**src/rtl/stream_upsize.sv**
```systemverilog
// stream_upsize: narrow-to-wide stream packer.
// Gathers up to T_DATA_RATIO narrow beats into one wide word of T_DATA_RATIO lanes.
// Lane 0 holds the first beat of the word.
// A word is closed either when every lane is filled or when a beat carries last.
// Lanes that were never written read as zero, and their keep bits are zero.
module stream_upsize #(
    parameter int T_DATA_WIDTH = 8,
    parameter int T_DATA_RATIO = 4
) (
    input  logic                    clk,
    input  logic                    rst,

    input  logic [T_DATA_WIDTH-1:0] s_data_i,
    input  logic                    s_last_i,
    input  logic                    s_valid_i,
    output logic                    s_ready_o,

    output logic [T_DATA_WIDTH-1:0] m_data_o [T_DATA_RATIO-1:0],
    output logic [T_DATA_RATIO-1:0] m_keep_o,
    output logic                    m_last_o,
    output logic                    m_valid_o,
    input  logic                    m_ready_i
);

    // The lane counter is at least 1 bit wide, so that a degenerate ratio still elaborates.
    localparam int LANE_W = (T_DATA_RATIO > 1) ? $clog2(T_DATA_RATIO) : 1;
    localparam logic [LANE_W-1:0] LAST_LANE = LANE_W'(T_DATA_RATIO - 1);

    logic [LANE_W-1:0]       r_lane_q;
    logic [T_DATA_RATIO-1:0] r_acc_keep;
    logic [T_DATA_RATIO-1:0] r_out_keep;
    logic                    r_out_last;
    logic                    r_out_valid;

    logic [T_DATA_RATIO-1:0] w_lane_sel;
    logic                    w_in_fire;
    logic                    w_out_fire;
    logic                    w_complete;

    // The upstream side may advance whenever the output register is empty
    // or is being emptied in this cycle.
    // This is the only combinational path, and it runs from m_ready_i.
    assign s_ready_o  = !rst && (!r_out_valid || m_ready_i);
    assign w_in_fire  = s_valid_i && s_ready_o;
    assign w_out_fire = r_out_valid && m_ready_i;
    assign w_complete = w_in_fire && ((r_lane_q == LAST_LANE) || s_last_i);

    assign m_keep_o  = r_out_keep;
    assign m_last_o  = r_out_last;
    assign m_valid_o = r_out_valid;

    generate
        for (genvar gi = 0; gi < T_DATA_RATIO; gi++) begin : g_lane
            logic [T_DATA_WIDTH-1:0] r_acc_lane;
            logic [T_DATA_WIDTH-1:0] r_out_lane;
            logic [T_DATA_WIDTH-1:0] w_word_lane;

            assign w_lane_sel[gi] = (r_lane_q == LANE_W'(gi));
            // A completing beat goes directly into the output word.
            // It never passes through the accumulator.
            assign w_word_lane    = w_lane_sel[gi] ? s_data_i : r_acc_lane;
            assign m_data_o[gi]   = r_out_lane;

            // Accumulation lane: capture the beat addressed to this lane.
            // Clear the lane when the word closes, so that unused lanes of the next word read as zero.
            always_ff @(posedge clk) begin
                if (rst) begin
                    r_acc_lane <= '0;
                end else if (w_complete) begin
                    r_acc_lane <= '0;
                end else if (w_in_fire && w_lane_sel[gi]) begin
                    r_acc_lane <= s_data_i;
                end
            end

            // Output lane: load only when a word closes.
            // The lane holds its value while the word waits downstream.
            always_ff @(posedge clk) begin
                if (rst) begin
                    r_out_lane <= '0;
                end else if (w_complete) begin
                    r_out_lane <= w_word_lane;
                end
            end
        end
    endgenerate

    // Lane counter: advance on each accepted beat, and wrap to lane 0 when the word closes.
    always_ff @(posedge clk) begin
        if (rst) begin
            r_lane_q <= '0;
        end else if (w_in_fire) begin
            r_lane_q <= w_complete ? '0 : (r_lane_q + LANE_W'(1));
        end
    end

    // Accumulated keep mask: set one bit per accepted beat, and start empty for each new word.
    always_ff @(posedge clk) begin
        if (rst) begin
            r_acc_keep <= '0;
        end else if (w_complete) begin
            r_acc_keep <= '0;
        end else if (w_in_fire) begin
            r_acc_keep <= r_acc_keep | w_lane_sel;
        end
    end

    // Output control: load on completion; this also replaces a word taken in the same cycle.
    // Otherwise drop valid once the word is taken.
    always_ff @(posedge clk) begin
        if (rst) begin
            r_out_valid <= 1'b0;
            r_out_last  <= 1'b0;
            r_out_keep  <= '0;
        end else if (w_complete) begin
            r_out_valid <= 1'b1;
            r_out_last  <= s_last_i;
            r_out_keep  <= r_acc_keep | w_lane_sel;
        end else if (w_out_fire) begin
            r_out_valid <= 1'b0;
        end
    end

endmodule

```
**config.mk**
```make
export PLATFORM = sky130hd
export DESIGN_NAME = stream_upsize
export DESIGN_NICKNAME = d
export VERILOG_FILES = /design/src/rtl/stream_upsize.sv
export SDC_FILE = /design/constraint.sdc
export NUM_CORES = 1
export LEC_CHECK = 0
export CAP_MARGIN = 10
export CORE_AREA = 5 5 99 101
export DETAILED_ROUTE_END_ITERATION = 12
export DIE_AREA = 0 0 104 106
export REMOVE_ABC_BUFFERS = 1
export SLEW_MARGIN = 10
export SYNTH_ARGS = -nofsm -noshare
export SYNTH_HDL_FRONTEND = slang
export SYNTH_SLANG_ARGS = --single-unit
```
**constraint.sdc**
```tcl
create_clock -name clk -period 3.9 [get_ports clk]
set_input_delay 0.39 -clock clk [delete_from_list [all_inputs] [get_ports clk]]
set_output_delay 0.39 -clock clk [all_outputs]
set_load 0.01 [all_outputs]
```
==> impl_metrics.tcl, run 1 <==
set metrics [dict create \
    fmax_mhz 375.6 \
    cts_max_path_buffers 2 \
    crit_type "input port to primary output" \
    place_hpwl_um 5355 \
    grt_pass1_vias 2768 \
    cp-start-kind "input port" \
    hold_violations 0 \
    syn_area_sq_um 3411 \
    hold_path.class "flip-flop to flip-flop" \
    htreeDepth 3 \
    viasPerCell 5.748 \
    drtAntennaViolNets 0 \
    grt_pass1_wl_um 14350 \
    path_max_fanout 20 \
    tightest_slew_ns 1.060 \
    grt_setup_unrepaired "false" \
    cp_slowest_cell "clkdlybuf4s50_1" \
    gp_congestion 0.7215 \
    slowest_delay_ns 0.78 \
    peakVddDrop_v 0.0001948 \
    cts-hold-fix-buffers 0 \
    gr-total-overflow 0 \
    clock-sinks 76 \
    num-nets-final 394 \
    num_rows 35 \
    ys_types 27 \
    synthXorXnorAreaFrac_pct 0 \
    start_util_pct 38.18 \
    die_w_um 104 \
    clock-root-buffer "clkbuf_8" \
    cts_tree "done" \
    layout_min_cycle_time_ns 2.662 \
    nFillCells 883 \
    final_cell_mix "dfxtp_1 (76), clkdlybuf4s50_1 (51), a31oi_1 (39), a211oi_1 (35), mux2i_1 (32)" \
    crit_top_cell "clkdlybuf4s50_1" \
    setup-tns-final_ns 0 \
    worstPathRequired_ns 3.51 \
    setup_viol 0 \
    cts_buffers 9 \
    drc 0 \
    cp-end-kind "primary output" \
    fin_ws_ns 1.238 \
    wire_per_inst_um 17.34 \
    crit_arrival_ns 2.27 \
    diodes 0 \
    syn_inst 346 \
    num_vias 2834 \
    crit_chain "clkdlybuf4s50_1 > buf_4 > nor2_1 > clkdlybuf4s50_1" \
    drtIter0Drc 159 \
    synthMuxAreaShare_pct 9.391 \
    synth-simple-area-share_pct 8.291 \
    ys_warn_count 0 \
    dr.pass1.iters 4 \
    grt_antenna_before_repair 0 \
    insertion_delay_ns 0.35 \
    die-area_sq_um 11020 \
    yosysSeqAreaShare_pct 44.61 \
    synth_top_family_by_area "compound AO/OA/AOI/OAI gates" \
    grt.total_usage_pct 15.56 \
    p_leak_nw 1.322 \
    dieHeight_um 106 \
    drive_gt1_share_pct 8.377 \
    skew_ns 0.01160 \
    whs_ns 0.4680 \
    cts_setup_buffers 0 \
    routed_wl_um 8549 \
    clk_pin_slew_worst_paths_ns 0.07 \
    maxSlewHeadroom_pct 29.31 \
    area_growth_pct 20.76 \
    portBuffers 51 \
    core_sq_um 8934 \
    period_share_pct 68.26 \
    placed_cell_area_sq_um 3887 \
    synth-compound-area-share_pct 27.81 \
    synthAdderAreaFrac_pct 1.467 \
    final_cell_area_sq_um 4119 \
    slew_violations 0 \
    ctsResizeCount 0 \
    drv_cap 0 \
    cellPowerDensity_nw_per_um2 421.0 \
    outcome "completed" \
    ys_ff_latch 76 \
    mostFrequentLayoutCell "dfxtp_1" \
    post-place-ws_ns 1.031 \
    grt_max_degree 68 \
    syn_avg_cell_area_sq_um 9.858 \
    io_pins 52 \
]
-- through the flow --
stage | util, % | cells | power [mW]
detailed placement | 43.52 | 477 | 1.045
global placement | 43.52 | 477 | 1.042
CTS | 46.11 | 493 | 1.751
floorplan | - | 303 | 0.9377
finish | 46.11 | 493 | 1.734
global route | 46.11 | 493 | 1.807
-- worst paths after layout --
check	start	to	slack [ns]	cells past startpoint
max	rst	s_ready_o	1.24	4
min reg2reg	g_lane[3].r_acc_lane[4]$_SDFFE_PP0P_	g_lane[3].r_acc_lane[4]$_SDFFE_PP0P_	0.47	1
max reg2reg	r_lane_q[0]$_SDFFE_PP0N_	r_acc_keep[2]$_SDFFE_PP0N_	1.43	6
min	g_lane[3].r_acc_lane[4]$_SDFFE_PP0P_	g_lane[3].r_acc_lane[4]$_SDFFE_PP0P_	0.47	1
-- synth_stat cells, drive strengths merged --
library cell | count | area (sq um)
inv | 6 | 22.52
o21a | 9 | 67.56
o31ai | 26 | 195.2
a21oi | 27 | 135.1
a311oi | 1 | 8.760
nor3 | 2 | 32.53
mux2i | 32 | 320.3
a31oi | 40 | 265.3
dfxtp | 76 | 1521
and2b | 2 | 16.27
buf | 34 | 231.5
or2 | 1 | 6.260
ha | 4 | 50.05
nand2b | 2 | 20.02
o21ai | 1 | 5.000
nor2 | 11 | 41.29
clkbuf | 9 | 33.78
nand3 | 2 | 10.01
a31o | 1 | 8.760
a211oi | 35 | 262.8
nand4 | 25 | 156.4
-- worst max-delay path: cells and delay by family --
family,cells,cell delay [ns]
buffers and inverters,3,1.72
AND/OR/NAND/NOR,1,0.16
-- power breakdown --
part / switching [mW] / total (mW) / internal [mW]
sequential: 0.0139 / 0.815 / 0.801
clock: 0.284 / 0.707 / 0.424
combinational: 0.121 / 0.212 / 0.0902
-- metal layers --
metal | routed length [um] | track usage, % | vias up
met5 | 0 | 0 | -
met4 | 151 | 5.365 | 0
met3 | 371 | 3.947 | 14
met2 | 3902 | 23.91 | 62
met1 | 4124 | 21.22 | 1363
li1 | - | - | 1395
-- layout make-up --
type	instances	area [sq um]	share of cell area, %
Multi-Input combinational cell	221	1604	38.94
Sequential cell	76	1521	36.94
Timing Repair Buffer	63	600.6	14.58
Tap cell	111	138.9	3.372
Clock buffer	11	131.4	3.190
Clock inverter	5	100.1	2.430
Inverter	6	22.52	0.5468
-- sequential cells by signal (all words and copies together) (netlist names) --
register,flops
m_last_o,1
r_acc_keep,4
r_lane_q,2
m_valid_o,1
g_lane.r_out_lane,32
m_keep_o,4
g_lane.r_acc_lane,32
-- kinds of logic (layout without fill, tap and decap cells) --
kind of cell / after synthesis / after routing
buffers and inverters: 49 / 85
adders and majority gates: 4 / 4
and+or+nand+nor: 45 / 45
muxes: 32 / 32
AOI/OAI and AO/OA: 140 / 140
DFF: 76 / 76
No activity file was read; power rests on OpenSTA's default activity.
==> run 2, diff against run 1 <==
==> constraint.sdc (replaced) <==
create_clock -name clk -period 2.52 [get_ports clk]
set_input_delay 0.252 -clock clk [delete_from_list [all_inputs] [get_ports clk]]
set_output_delay 0.252 -clock clk [all_outputs]
set_load 0.01 [all_outputs]
==> run 2 against run 1 <==
Against the previous run:
- sequential share of layout area about the same
- clock skew increased by 0.0018 ns
- worst setup slack got worse by 0.76 ns
- worst hold slack got worse by 0.0012 ns
- critical path type unchanged
- clock power increased by 46%
- utilization about the same
- sequential power increased by 55%
- count of clock-buffer cells in the layout increased by 1
- total power increased by 51%
- critical path depth unchanged
- non-clock buffer count unchanged
- register-to-register slack got worse by 0.76 ns
==> impl_metrics.tcl, run 2 (synthesis results as in run 1) <==
set metrics [dict create \
    cts_buffers 9 \
    num_rows 35 \
    cellPowerDensity_nw_per_um2 636.3 \
    period_share_pct 81.06 \
    drv_cap 0 \
    io_pins 52 \
    slowest_delay_ns 0.57 \
    crit_top_cell "clkdlybuf4s50_1" \
    final_cell_mix "dfxtp_1 (76), clkdlybuf4s50_1 (51), a31oi_1 (39), a211oi_1 (35), mux2i_1 (32)" \
    path_max_fanout 6 \
    outcome "completed" \
    clk_pin_slew_worst_paths_ns 0.07 \
    maxSlewHeadroom_pct 27.76 \
    whs_ns 0.4668 \
    tightest_slew_ns 1.084 \
    grt_max_degree 68 \
    cp-end-kind "primary output" \
    use_met1_pct 20.39 \
    grt_antenna_before_repair 0 \
    num-nets-final 394 \
    mostFrequentLayoutCell "dfxtp_1" \
    final_cell_area_sq_um 4118 \
    largest_registers "g_lane.r_acc_lane: 32 flops, g_lane.r_out_lane: 32 flops" \
    cts_tree "done" \
    p_leak_nw 1.315 \
    routed_wl_um 8488 \
    area_growth_pct 20.73 \
    grt.total_usage_pct 15.53 \
    insertion_delay_ns 0.36 \
    drc 0 \
    slew_violations 0 \
    wire_per_inst_um 17.22 \
    clock-root-buffer "clkbuf_8" \
    crit_chain "clkdlybuf4s50_1 > and2b_1 > nor2_1 > clkdlybuf4s50_1" \
    die-area_sq_um 11020 \
    crit_type "input port to primary output" \
    core_sq_um 8934 \
    grt_setup_unrepaired "false" \
    setup_viol 0 \
    path_delay_family "buffers and inverters" \
    skew_ns 0.01336 \
    setup-tns-final_ns 0 \
    busiest_layer "met2" \
    cp_slowest_cell "clkdlybuf4s50_1" \
    peakVddDrop_v 0.0003669 \
    grt_pass1_vias 2808 \
    start_util_pct 38.18 \
    gr-total-overflow 0 \
    met2_usage_pct 24.77 \
    dieHeight_um 106 \
    fmax_mhz 489.5 \
    portBuffers 51 \
    ctsResizeCount 0 \
    place_hpwl_um 5420 \
    worstPathRequired_ns 2.27 \
    cts_setup_buffers 0 \
    drtAntennaViolNets 0 \
    met3_usage_pct 3.461 \
    dr.pass1.iters 5 \
    finalPower_mw 2.620 \
    cp-start-kind "input port" \
    cts-hold-fix-buffers 0 \
    layout_min_cycle_time_ns 2.043 \
    grt_pass1_wl_um 14350 \
    drtIter0Drc 152 \
    diodes 0 \
    hold_violations 0 \
    viasPerCell 5.677 \
    clock-sinks 76 \
    drive_gt1_share_pct 8.377 \
    cp.buffers_inverters 2 \
    crit_arrival_ns 1.79 \
    placed_cell_area_sq_um 3900 \
    hold_path.class "flip-flop to flip-flop" \
    num_vias 2799 \
    gp_congestion 0.7332 \
    htreeDepth 3 \
    die_w_um 104 \
    cts_max_path_buffers 2 \
]
## run 2: cell types whose count changed in the layout (fill, tap and decap cells not counted)
| cell | delta |
|---|---|
| buf_12 | +1 |
| buf_4 | -1 |
| bufinv_16 | -1 |
| clkbuf_8 | +1 |
| clkinv_2 | -1 |
| clkinvlp_4 | +1 |
## run 2: layout make-up
cell class | count | area (sq um)
Tap cell | 111 | 138.9
Inverter | 6 | 22.52
Clock inverter | 4 | 72.57
Timing Repair Buffer | 63 | 613.1
Multi-Input combinational cell | 221 | 1604
Sequential cell | 76 | 1521
Fill cell | 888 | 4816
Clock buffer | 12 | 145.1
## run 2: final timing paths
kind,depth (start not counted),slack [ns],endpoint,from
max,4,0.48,s_ready_o,m_ready_i
min,1,0.47,g_lane[3].r_acc_lane[7]$_SDFFE_PP0P_,g_lane[3].r_acc_lane[7]$_SDFFE_PP0P_
max reg2reg,4,0.67,r_acc_keep[0]$_SDFFE_PP0N_,r_lane_q[0]$_SDFFE_PP0N_
min reg2reg,1,0.47,g_lane[3].r_acc_lane[7]$_SDFFE_PP0P_,g_lane[3].r_acc_lane[7]$_SDFFE_PP0P_
## run 2: worst register-to-register path, stage by stage (launching register included)
cell	delay [ns]
dfxtp_1	0.39
ha_1	0.20
or2_1	0.13
a31o_1	0.87
nor2_1	0.11
## run 2: where the power goes
part	leakage [nW]	switching, mW	total (mW)	internal [mW]
logic	0.591	0.187	0.330	0.143
clock network	0.107	0.444	1.03	0.584
registers	0.617	0.0217	1.26	1.24
total	1.32	0.653	2.62	1.97
## run 2: per-layer routing
layer  part of all wire (%)  vias up
met1                     49     1332
met5                      0        -
met4                    1.6        0
met2                     46       50
li1                       -     1404
met3                    3.6       13
## run 2: through the flow
| step | instances | setup WS [ns] | util (%) |
|---|---|---|---|
| floorplan | 303 | 0.003186 | - |
| global placement | 477 | 0.4416 | 43.66 |
| detailed placement | 477 | 0.4220 | 43.66 |
| CTS | 493 | 0.4441 | 46.09 |
| global route | 493 | 0.4187 | 46.09 |
| finish | 493 | 0.4772 | 46.09 |
==> run 3, diff against run 2 <==
==> constraint.sdc (replaced) <==
create_clock -name clk -period 1.8 [get_ports clk]
set_input_delay 0.18 -clock clk [delete_from_list [all_inputs] [get_ports clk]]
set_output_delay 0.18 -clock clk [all_outputs]
set_load 0.01 [all_outputs]
==> run 3 against run 2 <==
Against the previous run:
- routed wire length grew 2.4%
- global-route usage up 0.27 points
- utilization grew 2.0 points
- register-to-register slack worse by 0.55 ns
- critical path type is now flip-flop to flip-flop
- largest power group unchanged
==> impl_metrics.tcl, run 3 (synthesis results as in run 1) <==
set metrics [dict create \
    outcome "completed" \
    multiInputGateArea_sq_um 1607 \
    p_leak_nw 1.409 \
    die_w_um 104 \
    num_vias 2927 \
    crit_arrival_ns 1.93 \
    cp-end-kind "flip-flop" \
    cellPowerDensity_nw_per_um2 853.2 \
    wire_per_inst_um 17.20 \
    drive_gt1_share_pct 11.93 \
    placed_cell_area_sq_um 4078 \
    diodes 0 \
    hold_violations 0 \
    post-place-ws_ns 0.005361 \
    cts_tree "done" \
    fin_ws_ns 0.1201 \
    whs_ns 0.4689 \
    insertion_delay_ns 0.35 \
    nFillCells 860 \
    met2_usage_pct 25.59 \
    drv_cap 0 \
    peakVddDrop_v 0.0005622 \
    num-nets-final 406 \
    grt_max_degree 43 \
    core_sq_um 8934 \
    grt_setup_unrepaired "false" \
    cts_setup_buffers 0 \
    setup_viol 0 \
    place_hpwl_um 5838 \
    mostFrequentLayoutCell "dfxtp_1" \
    gp_congestion 0.7479 \
    htreeDepth 3 \
    final_cell_mix "dfxtp_1 (76), clkdlybuf4s50_1 (50), a31oi_1 (39), a211oi_1 (35), mux2i_1 (32)" \
    io_pins 52 \
    viasPerCell 5.796 \
    area_growth_pct 26.08 \
    grt_pass1_wl_um 14500 \
    period_share_pct 93.33 \
    cp-start-kind "flip-flop" \
    maxSlewHeadroom_pct 77.29 \
    cts_max_path_buffers 2 \
    skew_ns 0.005850 \
    clock-sinks 76 \
    num_rows 35 \
    largest_registers "g_lane.r_acc_lane: 32 flops, g_lane.r_out_lane: 32 flops" \
    cts-hold-fix-buffers 0 \
    dr.pass1.iters 4 \
    final_cell_area_sq_um 4300 \
    finalNonFillerCells 505 \
    met3_usage_pct 5.100 \
    routed_wl_um 8688 \
    die-area_sq_um 11020 \
    path_max_fanout 21 \
    dieHeight_um 106 \
    start_util_pct 38.18 \
    drtIter0Drc 153 \
    drc 0 \
    fmax_mhz 595.3 \
    grt.total_usage_pct 15.80 \
    cts_buffers 9 \
    ctsResizeCount 1 \
    clock-root-buffer "clkbuf_8" \
    tightest_slew_ns 0.3395 \
    use_met1_pct 20.54 \
    clk_pin_slew_worst_paths_ns 0.08 \
    grt_antenna_before_repair 0 \
    finalPower_mw 3.669 \
    hold_path.class "flip-flop to flip-flop" \
    gr-total-overflow 0 \
    seqCellArea_sq_um 1521 \
    busiest_layer "met2" \
    layout_min_cycle_time_ns 1.680 \
    crit_type "flip-flop to flip-flop" \
    slew_violations 0 \
    drtAntennaViolNets 0 \
    grt_pass1_vias 2839 \
    dp.cells 489 \
    worstPathRequired_ns 2.05 \
    portBuffers 51 \
]
## run 3: changes by cell type in the layout (fill, tap and decap cells not counted), sizes merged
cell / previous run / this run
clkdlybuf4s50: 51 / 50
bufinv: 2 / 1
clkbuf: 12 / 13
dlygate4sd2: 0 / 1
buf: 12 / 24
## run 3: area by class of cell
| type | count | share of cell area, % |
|---|---|---|
| Tap cell | 111 | 3.230 |
| Sequential cell | 76 | 35.38 |
| Multi-Input combinational cell | 221 | 37.36 |
| Timing Repair Buffer | 75 | 18.36 |
| Clock inverter | 3 | 0.9892 |
| Inverter | 6 | 0.5237 |
| Clock buffer | 13 | 4.161 |
## run 3: report_power, final
part           total [mW]  internal (mW)  switching (mW)  leakage [nW]
Sequential           1.77           1.74          0.0307         0.617
Clock                1.41          0.790           0.618         0.112
Combinational       0.494          0.225           0.269         0.680
Total                3.67           2.75           0.918          1.41
## run 3: stage by stage
step / setup TNS (ns) / util [%]
final: 0 / 48.14
after detailed placement: 0 / 45.64
after CTS: 0 / 48.11
after global routing: 0 / 48.14
after floorplan: -33.42 / -
after global placement: -0.02713 / 45.64
## run 3: routing by layer
| layer | vias up | routed length, um | share of wire (%) |
|---|---|---|---|
| li1 | 1422 | - | - |
| met1 | 1426 | 4042 | 47 |
| met2 | 70 | 4053 | 47 |
| met3 | 9 | 502 | 5.8 |
| met4 | 0 | 88 | 1.0 |
| met5 | - | 0 | 0 |
## run 3: final timing paths
check                                       start                                    to  slack [ns]  cells past startpoint
max                      r_lane_q[0]$_SDFFE_PP0N_              m_keep_o[3]$_SDFFE_PP0P_        0.12                      5
min          g_lane[3].r_acc_lane[6]$_SDFFE_PP0P_  g_lane[3].r_acc_lane[6]$_SDFFE_PP0P_        0.47                      1
max reg2reg              r_lane_q[0]$_SDFFE_PP0N_              m_keep_o[3]$_SDFFE_PP0P_        0.12                      5
min reg2reg  g_lane[3].r_acc_lane[6]$_SDFFE_PP0P_  g_lane[3].r_acc_lane[6]$_SDFFE_PP0P_        0.47                      1
## run 3: worst max-delay path, stage by stage, from the launching register on
cell,delay [ns]
dfxtp_1,0.39
ha_1,0.21
or2_1,0.27
buf_4,0.31
a31oi_1,0.13
a311oi_1,0.27
